--- src/rtl/direction_scheduler.sv ---
// rtl/direction_scheduler.sv - sequences keyboard/voice turn requests onto the snake move tick
module direction_scheduler #(
    parameter int         TICK_CYCLES = 25_000_000,
    parameter int         DEPTH       = 2,
    parameter logic [3:0] RESET_DIR   = 4'b1000
) (
    input  logic       clock,
    input  logic       reset,
    input  logic       enable,
    input  logic [7:0] key_dir,
    input  logic [3:0] voice_dir,
    input  logic       voice_valid,
    output logic [3:0] cur_dir,
    output logic       step,
    output logic [2:0] queue_count,
    output logic       rejected,
    output logic       dropped
);

    localparam int             CW        = $clog2(TICK_CYCLES);
    localparam logic [CW-1:0]  TICK_LAST = CW'(TICK_CYCLES - 1);
    localparam logic [1:0]     PTR_LAST  = 2'(DEPTH - 1);
    localparam logic [2:0]     DEPTH_C   = 3'(DEPTH);

    logic [7:0]    r_key_s1;
    logic [7:0]    r_key_s2;
    logic [7:0]    r_key_prev;
    logic [CW-1:0] r_tick;
    logic [3:0]    r_q [4];
    logic [1:0]    r_head;
    logic [1:0]    r_tail;
    logic [2:0]    r_count;
    logic [3:0]    r_cur;
    logic          r_step;
    logic          r_rej;
    logic          r_drop;

    logic          w_key_fire;
    logic          w_voice_fire;
    logic          w_cand_valid;
    logic [3:0]    w_cand;
    logic [1:0]    w_newest_idx;
    logic [3:0]    w_ref;
    logic          w_illegal;
    logic          w_full;
    logic          w_push;
    logic          w_tick;
    logic          w_pop;

    function automatic logic f_onehot(input logic [3:0] d);
        return (d != 4'b0) && ((d & (d - 4'd1)) == 4'b0);
    endfunction

    // Bit order is {RIGHT, LEFT, DOWN, UP}; the opposite swaps within each axis pair.
    function automatic logic [3:0] f_opposite(input logic [3:0] d);
        return {d[2], d[3], d[0], d[1]};
    endfunction

    function automatic logic [1:0] f_ptr_next(input logic [1:0] p);
        return (p == PTR_LAST) ? 2'd0 : p + 2'd1;
    endfunction

    assign w_key_fire   = (r_key_s2 != r_key_prev) && (r_key_s2[7:4] == 4'b0)
                          && f_onehot(r_key_s2[3:0]);
    assign w_voice_fire = voice_valid && f_onehot(voice_dir);
    assign w_cand_valid = w_key_fire || w_voice_fire;
    assign w_cand       = w_key_fire ? r_key_s2[3:0] : voice_dir;

    // Newest queued turn is the reference; a popping entry still counts since it becomes cur_dir.
    assign w_newest_idx = (r_tail == 2'd0) ? PTR_LAST : r_tail - 2'd1;
    assign w_ref        = (r_count != 3'd0) ? r_q[w_newest_idx] : r_cur;
    assign w_illegal    = (w_cand == w_ref) || (w_cand == f_opposite(w_ref));
    assign w_full       = (r_count == DEPTH_C);
    assign w_push       = w_cand_valid && !w_illegal && !w_full;

    assign w_tick       = enable && (r_tick == TICK_LAST);
    assign w_pop        = w_tick && (r_count != 3'd0);

    always_ff @(posedge clock) begin
        if (reset) begin
            r_key_s1   <= 8'b0;
            r_key_s2   <= 8'b0;
            r_key_prev <= 8'b0;
            r_tick     <= '0;
            for (int i = 0; i < 4; i++) begin
                r_q[i] <= 4'b0;
            end
            r_head     <= 2'd0;
            r_tail     <= 2'd0;
            r_count    <= 3'd0;
            r_cur      <= RESET_DIR;
            r_step     <= 1'b0;
            r_rej      <= 1'b0;
            r_drop     <= 1'b0;
        end else begin
            r_key_s1   <= key_dir;
            r_key_s2   <= r_key_s1;
            r_key_prev <= r_key_s2;

            r_step <= 1'b0;
            if (enable) begin
                if (r_tick == TICK_LAST) begin
                    r_tick <= '0;
                    r_step <= 1'b1;
                end else begin
                    r_tick <= r_tick + CW'(1);
                end
            end

            if (w_pop) begin
                r_cur  <= r_q[r_head];
                r_head <= f_ptr_next(r_head);
            end

            if (w_push) begin
                r_q[r_tail] <= w_cand;
                r_tail      <= f_ptr_next(r_tail);
            end

            case ({w_push, w_pop})
                2'b10:   r_count <= r_count + 3'd1;
                2'b01:   r_count <= r_count - 3'd1;
                default: r_count <= r_count;
            endcase

            r_rej  <= w_cand_valid && w_illegal;
            r_drop <= (w_key_fire && w_voice_fire)
                      || (w_cand_valid && !w_illegal && w_full);
        end
    end

    assign cur_dir     = r_cur;
    assign step        = r_step;
    assign queue_count = r_count;
    assign rejected    = r_rej;
    assign dropped     = r_drop;

endmodule

--- config.mk ---
export PLATFORM = sky130hd
export DESIGN_NAME = direction_scheduler
export DESIGN_NICKNAME = d
export VERILOG_FILES = /design/src/rtl/direction_scheduler.sv
export SDC_FILE = /design/constraint.sdc
export NUM_CORES = 1
export LEC_CHECK = 0
export BUFFER_PORTS_ARGS = -buffer_cell sky130_fd_sc_hd__buf_2
export CORE_MARGIN = 3
export CORE_UTILIZATION = 35
export DETAILED_ROUTE_END_ITERATION = 8
export SLEW_MARGIN = 20
export SYNTH_ARGS = -nofsm -noshare
export SYNTH_HDL_FRONTEND = slang
export SYNTH_SLANG_ARGS = --single-unit
--- constraint.sdc ---
create_clock -name clock -period 4.2 [get_ports clock]
set_input_delay 0.84 -clock clock [delete_from_list [all_inputs] [get_ports clock]]
set_output_delay 0.84 -clock clock [all_outputs]
set_load 0.05 [all_outputs]
Word-level counts from Yosys, hierarchy flattened:

Memory sizes are Yosys's and may differ from the RTL's. A register that Yosys moved wholly into a read port is not among the register bits.
Index checks and enable logic that the tools add are counted.

* bits in writable memories: 16
* register bits after elaboration: 59
* memories: 1
* output and inout bits: 10

Memories
* r_q: depth 4, bits a word 4, rd ports 2, clocked after memory_dff 1, write ports 4, line 29 `logic [3:0] r_q [4];`

* reduce and logical (&&, ||, !) cells: 27
* multiplexer cells: 16
* add/subtract/negate cells: 8
* eq/ne operators: 9
* bitwise gates (word level): 3

Operators with widths (count)
* 25-bit by 1-bit adder with 25-bit output, second input constant: 1
* 25-bit equality test, second input constant: 1
* 25-bit two-way mux: 1
* 1-bit logical AND: 12
* 4-bit zero test: 3
* 4-bit two-way mux: 3
* 4-bit bitwise AND: 2
* 4-bit equality test: 2
* 2-bit two-way mux: 4
* 8-bit != test: 1
* 4-bit nonzero test: 2
* 4-bit by 1-bit subtractor with 4-bit output, second input constant: 2
* 1-bit two-way mux: 7
* 2-bit by 1-bit equality test with 1-bit output, second input constant: 3
* 3-bit case mux with 2 select lines: 1
* 2-bit by 1-bit adder with 2-bit output, second input constant: 2
* 4-bit OR reduction: 1
* 3-bit by 1-bit adder with 3-bit output, second input constant: 1
* 3-bit by 2-bit equality test with 1-bit output, second input constant: 1
* 1-bit logical OR: 3
* 3-bit nonzero test: 1
* 3-bit by 1-bit subtractor with 3-bit output, second input constant: 1
* 2-bit equality test, second input constant: 1
* 1-bit zero test: 2
* 5 further kinds: 5

Longest topological paths before layout:

* depth in word-level cells: 16
* depth in mapped cells: 16
* mapped depth without buffers: 14

Least setup slack after synthesis:

Ideal clock, no wire load.

* path type: register -> register
* start: reg r_count[0] (netlist: queue_count[0])
* end: reg r_count[2] (netlist: queue_count[2])
* library setup time: 71 ps
* path slack: 830 ps
* cell stages (with the launch flop): 16
* arrival time: 3299 ps
* required time: 4129 ps
* clock period less this slack: 3370 ps
* path through: dfxtp_1 -> nor3_1 -> clkbuf_1 -> nand2_1 -> o21ai_0 -> and3_1 -> nor4_2 -> a22oi_4 -> nand2_2 -> buf_6 -> ha_1 -> inv_1 -> fa_1 -> xor2_1 -> or3_1 -> a21oi_1

* cells in the longest elaborated chain, start to end: 9

RTL lines
* start, declared: line 32 `logic [2:0] r_count;`
* start signal, assigned: line 121 `2'b10: r_count <= r_count + 3'd1;`
* start signal, assigned: line 122 `2'b01: r_count <= r_count - 3'd1;`
* start signal, assigned: line 123 `default: r_count <= r_count;`
* 3-bit nonzero test: line 71, 77
* 4-bit two-way mux: line 71 `assign w_ref = (r_count != 3'd0) ? r_q[w_newest_idx] : r_cur;`
* 4-bit equality test: line 72 `assign w_illegal = (w_cand == w_ref) || (w_cand == f_opposite(w_ref));`
* 1-bit logical OR: line 72
* 1-bit zero test: line 74 `assign w_push = w_cand_valid && !w_illegal && !w_full;`
* 1-bit logical AND (2 in series): line 74
* 2-bit by 1-bit equality test with 1-bit output or 2-bit equality test (tied branches): line 120 `case ({w_push, w_pop})`
* 3-bit case mux with 2 select lines or 2-bit nonzero test (tied branches)

Several ways; a longest one is shown, not always the timed one.
A chain may end at the register's enable or synchronous reset.

Worst setup path after layout:

* start: reg r_key_s2[0]
* end: reg r_count[2] (netlist: queue_count[2])

* cells in the longest elaborated chain, start to end: 13

RTL lines
* start, declared: line 26 `logic [7:0] r_key_s2;`
* start signal, assigned: line 97 `r_key_s2 <= r_key_s1;`
* 4-bit by 1-bit subtractor with 4-bit output: line 51 `return (d != 4'b0) && ((d & (d - 4'd1)) == 4'b0);`
* 4-bit bitwise AND: line 51
* 4-bit zero test: line 51
* 1-bit logical AND: line 51
* 1-bit logical AND: line 64 `&& f_onehot(r_key_s2[3:0]);`
* 4-bit two-way mux: line 67 `assign w_cand = w_key_fire ? r_key_s2[3:0] : voice_dir;`
* 4-bit equality test: line 72
* 1-bit logical OR: line 72
* 1-bit zero test: line 74
* 1-bit logical AND * (2 in series): line 74
* 2-bit by 1-bit equality test with 1-bit output or 2-bit equality test (tied branches): line 120
* 3-bit case mux with 2 select lines or 2-bit nonzero test (tied branches)

Mark *: on every way between the ends. The rest lies on a longest branch, timed or not.

==> results.txt <==
status = completed
# H-tree levels = 3
cts repair resizes = 0
initial antenna violation count = 0
initial drt markers = 155
n_diodes = 0
list of most frequent post-synthesis cells = dfxtp_1 (63), nor2_1 (40), nand2_1 (28), nor2b_1 (25), a21oi_1 (19)
Tmin final = 3.33 ns
DP Area = 3900 µm²
Port Buf Inserts = 25
largest net degree at the start of global routing = 52
f_max = 300 MHz
fin. max-slew vios = 0
die area = 11700 µm²
Chip Width = 108 µm
GRT Total Usage = 13.4%
cells after synthesis = 377
largest cells by area after synthesis = dfxtp_1 (34%), edfxtp_1 (13%), nor4_2 (5.1%)
slew margin rel. = 43.3%
final core occ = 40.7%
pwr dens = 385 nW/µm²
core box area = 10000 µm²
Clk Latency, worst-skew pair = 0.36 ns
Layout area overhead = 11.0%
yosys warns = 0
Final Setup Violations = 0
grt ovf = 0
WS Path Type = register to register
Lkg Pwr = 1.40 nW
Slew @ Worst Pin = 0.849 ns
final worst-path cycle share = 79.4%
Max Cap Viol = 0
post-synthesis sequential area ratio = 47.5%
fraction of registers with async set/reset = 0%
Final WS setup = 0.866 ns
Avg Vias per Cell = 5.01
GP Congestion = 0.813
initial core utilization = 36.7%
clock-pin slew on the worst setup and hold paths = 0.08 ns
Worst EP required = 4.49 ns
Syn Nets = 396
# DRC = 0
# clock sinks = 79
Final HPWL DP = 5.31 mm
Critical Path AT = 3.63 ns
chip height = 108 µm
TritonCTS clock tree = done
area leader, netlist = dfxtp_1
Post-Route WL = 7.28 mm
first-pass GRT wire length = 12.3 mm
Critical Path Sink Type = register
Tot Pwr = 1.57 mW
post-route ant nets = 0
Num CTS Buffers = 9
Wirelength per Cell = 13.6 µm
mapped cell area = 3670 µm²
Startpoint Class = register
IO Count = 26
most common cell in the synthesized netlist = dfxtp_1
via count = 2689
final setup TNS = 0 ns
# rows = 36
Syn Area/Cell = 9.73 µm²
drt pass-1 iters = 4
Hold Fails Final Rpt = 0
post-CTS setup repair buffer count = 0
crit path max fanout = 7
Fin Clk Skew = 0.0105 ns
Hold Path Class = register to register
RSZ-0062 raised after global routing = no
Yosys top cell area share = 34.4%
Yosys reg bits = 79
Setup Slack @ Placement = 0.850 ns
worst vdd ir = 0.142 mV
Yosys cell types = 41
Post-synth EDFFs = 16
CTS root buf = clkbuf_8
fraction of layout cells with a size suffix above 1 = 18.3%
final net count = 418
clock buffer depth = 2
Top FF cell, synth = dfxtp_1
CTS hold repair buffers = 0
cell area after layout = 4070 µm²
number of global-route vias before repair = 2555
-- metrics by stage --
stage	instances	hold WS, ns
after CTS	537	0.444
after global placement	521	0.418
after floorplan	377	0.414
after global routing	537	0.461
after detailed placement	521	0.424
final	537	0.439
-- power breakdown --
group / internal [mW] / switching (mW)
Sequential: 0.803 / 0.0232
Clock: 0.215 / 0.288
Combinational: 0.0864 / 0.152
Total: 1.10 / 0.463
-- registers in the layout, indices dropped and copies added, names as in the netlist --
signal and flops:
r_tick 25, r_key_prev 8, r_head 2, r_key_s1 8, r_key_s2 8, step 1
queue_count 3, rejected 1, r_q 16, r_tail 2, dropped 1, cur_dir 4
-- final timing paths --
kind | depth (start not counted) | start | to | slack (ns)
worst max-delay path | 14 | r_key_s2[0] | queue_count[2] | 0.87
worst min-delay path | 1 | r_key_s1[2] | r_key_s2[2] | 0.44
worst max register to register | 14 | r_key_s2[0] | queue_count[2] | 0.87
worst min register to register | 1 | r_key_s1[2] | r_key_s2[2] | 0.44
-- cell usage in the layout, fill, tap and decap left out, drive strengths merged, types with 4 or more instances in the layout --
master and instances:
nand3 11, and2 4, nor3 12, o21ai 26, nor2 40, or3 7, xor2 16, buf 28
nor4 21, nand4 8, nand2b 4, clkinv 7, xnor2 16, mux2i 8, edfxtp 16, a21oi 19
nand2 29, mux4 4, inv 7, and3 10, nor2b 25, dfxtp 63, clkbuf 9
-- layout make-up --
type,count,area [µm²]
multi-input cells,274,1820
clock buffers,9,124
well taps,133,166
repair buffers,28,148
clock inverters,7,50.0
fillers,1021,5930
flip-flops and latches,79,1740
inverters,7,26.3
-- per-layer routing --
metal	GRT usage (%)	wire [µm]
met1	18.6	3770
met2	19.7	3080
met3	3.82	280
met4	5.50	153
met5	0	0
-- critical path, cell delays in order, from the launching register on --
cell	delay (ns)
dfxtp_1	0.48
xnor2_1	0.16
nand4_1	0.17
o21ai_2	0.31
o21ai_2	0.13
and3_1	0.20
nor4_2	0.36
a22oi_4	0.15
nand2_2	0.10
ha_1	0.18
inv_1	0.06
fa_1	0.37
xor2_1	0.16
or3_1	0.31
a21oi_1	0.14
-- logic make-up after synthesis --
logic type / count (synthesis) / share of synthesized area (%)
AND/OR/NAND/NOR: 174 / 27.0
buffers and inverters: 24 / 3.00
adder cells (fa/ha/maj): 3 / 1.23
flip-flops: 79 / 47.5
XOR/XNOR: 32 / 7.64
AO/OA/AOI/OAI: 53 / 9.01
multiplexers: 12 / 4.64
No activity file was read; power rests on OpenSTA's default activity.
